## src/rtl/pipeline_hazard_sequencer.sv

```systemverilog
// Stall/flush/sequencing controller at the decode/execute boundary of the 5-stage pipeline.
// Define INT_SEQ_EN to build the interrupt entry sequence and the pending-request flag.
module pipeline_hazard_sequencer #(
    parameter int unsigned LOAD_USE_STALLS = 1
) (
    input  logic       CLK,
    input  logic       Reset,
    input  logic       ExMemRead,
    input  logic       ExWB,
    input  logic [2:0] ExRdstAddress,
    input  logic       ExJumpTaken,
    input  logic       IdValid,
    input  logic       IdUsesRsrc,
    input  logic       IdUsesRdst,
    input  logic [2:0] IdRsrcAddress,
    input  logic [2:0] IdRdstAddress,
    input  logic       IdTwoCycle,
    input  logic       IntReq,
    output logic       PcStall,
    output logic       IfIdStall,
    output logic       IfIdFlush,
    output logic       IdExBubble,
    output logic       ScndIteration,
    output logic       IntPushPC,
    output logic       IntPushFlags,
    output logic       IntLoadVector,
    output logic       IntAck
);

`ifdef INT_SEQ_EN
    typedef enum logic [2:0] {
        StRun, StLuWait, StSecond, StIntPc, StIntFlags, StIntVec
    } state_e;
`else
    typedef enum logic [1:0] {
        StRun, StLuWait, StSecond
    } state_e;
`endif

    // Remaining bubbles after the first one, loaded on entry to StLuWait.
    localparam logic [1:0] LuLoad = 2'(LOAD_USE_STALLS - 1);

    state_e     state_q, state_d;
    logic [1:0] cnt_q, cnt_d;
    logic       hazard;

    assign hazard = ExMemRead & ExWB & IdValid &
                    ((IdUsesRsrc & (IdRsrcAddress == ExRdstAddress)) |
                     (IdUsesRdst & (IdRdstAddress == ExRdstAddress)));

`ifdef INT_SEQ_EN
    logic pending_q, pending_d;
    logic accept;

    // A new request in the same cycle as acceptance must not be lost.
    always_comb begin
        pending_d = pending_q;
        if (accept) pending_d = 1'b0;
        if (IntReq) pending_d = 1'b1;
    end

    always_ff @(posedge CLK) begin
        if (!Reset) pending_q <= 1'b0;
        else        pending_q <= pending_d;
    end
`else
    logic unused_int_req;
    assign unused_int_req = IntReq;
`endif

    always_ff @(posedge CLK) begin
        if (!Reset) begin
            state_q <= StRun;
            cnt_q   <= 2'd0;
        end else begin
            state_q <= state_d;
            cnt_q   <= cnt_d;
        end
    end

    always_comb begin
        state_d       = state_q;
        cnt_d         = cnt_q;
        PcStall       = 1'b0;
        IfIdStall     = 1'b0;
        IfIdFlush     = 1'b0;
        IdExBubble    = 1'b0;
        ScndIteration = 1'b0;
        IntPushPC     = 1'b0;
        IntPushFlags  = 1'b0;
        IntLoadVector = 1'b0;
        IntAck        = 1'b0;
`ifdef INT_SEQ_EN
        accept        = 1'b0;
`endif
        case (state_q)
            StRun: begin
                if (ExJumpTaken) begin
                    IfIdFlush  = 1'b1;
                    IdExBubble = 1'b1;
                end else if (hazard) begin
                    PcStall    = 1'b1;
                    IfIdStall  = 1'b1;
                    IdExBubble = 1'b1;
                    if (LOAD_USE_STALLS > 1) begin
                        cnt_d   = LuLoad;
                        state_d = StLuWait;
                    end
                end else if (IdTwoCycle && IdValid) begin
                    // First pass moves on to EX while ID holds for the second pass.
                    PcStall   = 1'b1;
                    IfIdStall = 1'b1;
                    state_d   = StSecond;
`ifdef INT_SEQ_EN
                end else if (pending_q && IdValid) begin
                    IfIdFlush = 1'b1;
                    PcStall   = 1'b1;
                    accept    = Reset;
                    state_d   = StIntPc;
`endif
                end
            end
            StLuWait: begin
                PcStall    = 1'b1;
                IfIdStall  = 1'b1;
                IdExBubble = 1'b1;
                cnt_d      = cnt_q - 2'd1;
                if (cnt_q <= 2'd1) state_d = StRun;
            end
            StSecond: begin
                ScndIteration = 1'b1;
                state_d       = StRun;
            end
`ifdef INT_SEQ_EN
            StIntPc: begin
                IntPushPC = 1'b1;
                PcStall   = 1'b1;
                IfIdFlush = 1'b1;
                state_d   = StIntFlags;
            end
            StIntFlags: begin
                IntPushFlags = 1'b1;
                PcStall      = 1'b1;
                IfIdFlush    = 1'b1;
                state_d      = StIntVec;
            end
            StIntVec: begin
                IntLoadVector = 1'b1;
                IntAck        = 1'b1;
                IfIdFlush     = 1'b1;
                state_d       = StRun;
            end
`endif
            default: state_d = StRun;
        endcase

        // Outputs are forced quiet for the whole reset-low cycle.
        if (!Reset) begin
            PcStall       = 1'b0;
            IfIdStall     = 1'b0;
            IfIdFlush     = 1'b0;
            IdExBubble    = 1'b0;
            ScndIteration = 1'b0;
            IntPushPC     = 1'b0;
            IntPushFlags  = 1'b0;
            IntLoadVector = 1'b0;
            IntAck        = 1'b0;
        end
    end

endmodule

```

## config.mk

```make
export PLATFORM = sky130hd
export DESIGN_NAME = pipeline_hazard_sequencer
export DESIGN_NICKNAME = d
export VERILOG_FILES = /design/src/rtl/pipeline_hazard_sequencer.sv
export SDC_FILE = /design/constraint.sdc
export NUM_CORES = 1
export LEC_CHECK = 0
export BUFFER_PORTS_ARGS = -buffer_cell sky130_fd_sc_hd__buf_4
export CORE_AREA = 2 2 39 41
export DETAILED_ROUTE_END_ITERATION = 12
export DIE_AREA = 0 0 41 43
export PLACE_DENSITY = 0.53
export SLEW_MARGIN = 25
export SYNTH_ARGS = -nofsm -noshare
export SYNTH_HDL_FRONTEND = slang
export SYNTH_SLANG_ARGS = --single-unit
```

## constraint.sdc

```tcl
create_clock -name CLK -period 1.4 [get_ports CLK]
set_clock_uncertainty 0.15 [all_clocks]
set_input_delay 0.21 -clock CLK [delete_from_list [all_inputs] [get_ports CLK]]
set_output_delay 0.21 -clock CLK [all_outputs]
set_load 0.05 [all_outputs]
```

==> qor.csv <==
stage,metric,value,unit
sta,tns,-437,ps
cells_and_area,insertedDiodeCount,0,
grt,grt_max_degree,5,
synth,syn_area,195,sq um
cells_and_area,seq_area,20.0,sq um
drt,drt_iter0_drc,0,
worst_hold_path,min_path_type,in2reg,
synth,yosysSeqAreaShare,0.103,
clock_tree,clk_pin_slew_worst_paths,0,ps
synth,ys_warn_count,0,
cells_and_area,regMostFlops,state_q,
sta,hold_viol,0,
worst_setup_path,crit_path_end_kind,output pin,
cells_and_area,final_common_cell,buf_4,
die,fp.dieH,43,um
pwr,power.density,404,mW/mm^2
cells_and_area,nNetsFinal,67,
worst_setup_path,path_cells,"buf_6, xnor2_2, nand4_1, a21o_1, a211oi_4, buf_6",
drt,drcViolationCount,0,
clock_tree,postCtsSetupBuffers,0,
grt,grt_pass1_vias,214,
die,dieArea,0.00176,sq mm
cells_and_area,largest_reg_flops,1,
place,globalplace.congestion,0.591,
die,placement_rows,14,
cells_and_area,num-fill-cells,146,
synth,syn_inst,25,
worst_setup_path,critPathKind,in2out,
synth,avgSynthCellArea,7.81,sq um
worst_setup_path,max_stage_delay,250,ps
outcome,failed_checks,negative setup slack,
synth,synth_seq_cells,1,
sta,fin_crit,1580,ps
drt,wl,469,um
worst_setup_path,crit_path_max_fanout,3,
worst_setup_path,crit_top_cell,buf_6,
place,port_buffers,22,
die,boundaryPins,28,
die,die_w,41,um
grt,grt_overflow,0,
cells_and_area,multiInputGateArea,200,sq um
drt,viasPerCell,3.71,
cells_and_area,reg_top3,state_q (1),
sta,setup_viol,3,
grt,antenna_found_initial,0,
die,start_util,0.141,
cells_and_area,final_cell_mix,"buf_4, buf_6, xnor2_2, conb_1, nand4_1",
worst_setup_path,crit_slowest_cell,a211oi_4,
die,core_area,0.00138,sq mm
outcome,status,"finished, violations left",
sta,max_freq,0.635,GHz
pwr,power_leakage,0.216,nW
drt,drtPass1Iterations,1,
drt,wl_per_cell,7.56,um
grt,grt_pass1_wl,738,um
pwr,ir_drop,0.000109,V
sta,holdWs,278,ps
cells_and_area,final_core_util,0.325,
clock_tree,cts_hold_buf,0,
drt,final_antenna_net_count,0,
cells_and_area,layout-drive-gt1-share,0.696,
sta,setup_slack,-176,ps
sta,drv_slew,0,
run,maxCapViolCount,0,
place,dp_slack,-269,ps
worst_setup_path,cp-start-kind,primary input,
grt,grt_util_all_layers,0.0573,
clock_tree,clock_latency,0,ps
sta,post-route-period-util,1.13,
worst_setup_path,cp_data_required_time,1040,ps
worst_setup_path,cp.arrival,1220,ps
sta,rsz0062_at_grt,true,
synth,synth.distinct_cells,15,
drt,num_vias,230,
pwr,total_power,0.182,mW
cells_and_area,area_growth,131,%
path summary, 6_finish.rpt:
| check | end | cells past startpoint | startpoint | slack, ps |
|---|---|---|---|---|
| min | state_q[1] | 2 | ExJumpTaken | 280 |
| max | PcStall | 6 | IdRdstAddress[0] | -180 |
| max reg2reg | state_q[1] | 2 | state_q[1] | 380 |
| min reg2reg | state_q[1] | 2 | state_q[1] | 520 |
worst max-delay path: cells and delay by family:
kind                   cells  cell delay, ps
XOR/XNOR                   1             130
buffers and inverters      2             280
AO/OA/AOI/OAI              2             490
AND/OR/NAND/NOR            1             100
routing by layer:
| metal | track usage | wire length (um) |
|---|---|---|
| met1 | 0.0710 | 162 |
| met2 | 0.109 | 243 |
| met3 | 0 | 63 |
| met4 | 0 | 0 |
| met5 | 0 | 0 |
synth_stat cells:
| master | number | share of area |
|---|---|---|
| and2_1 | 1 | 0.032 |
| a21o_1 | 1 | 0.038 |
| buf_4 | 5 | 0.19 |
| dfxtp_1 | 1 | 0.10 |
| inv_1 | 1 | 0.019 |
| xnor2_1 | 6 | 0.27 |
| nor2_1 | 1 | 0.019 |
| conb_1 | 1 | 0.019 |
| nand4_1 | 2 | 0.064 |
| nand3_1 | 1 | 0.026 |
| nor4b_2 | 1 | 0.077 |
| nand2_1 | 1 | 0.019 |
| a211oi_2 | 1 | 0.064 |
| nand2b_1 | 1 | 0.032 |
| a21oi_1 | 1 | 0.026 |
logic make-up after synthesis:
logic type | count (synthesis) | share of synthesized area
DFF | 1 | 0.103
and+or+nand+nor | 8 | 0.269
xor gates and xnor gates | 6 | 0.269
other | 1 | 0.0192
buffers and inverters | 6 | 0.212
AOI/OAI and AO/OA | 3 | 0.128
metrics by stage:
step           cell area (sq um)  instances
2_1_floorplan                235         28
3_3_place_gp                 387         62
3_5_place_dp                 387         62
4_1_cts                      450         62
5_1_grt                      450         62
6_report                     450         62
where the power goes:
part	internal, mW	switching, mW
Sequential	0.0299	0.000215
Combinational	0.0745	0.0775
Clock	0	0
area by class of cell:
cell class                 count  area share
timing repair buffer          23       0.458
multi-input combinational     21       0.444
sequential                     1      0.0444
tap                           16      0.0444
inverter                       1     0.00833
what timing repair did:
item	CTS	global route
pin swaps	10	0
gates resized for setup	13	0
gates cloned	0	0
endpoints found under the hold margin	0	0
setup endpoints to repair	3	3
Note: power is estimated with default switching activity, not from simulation.
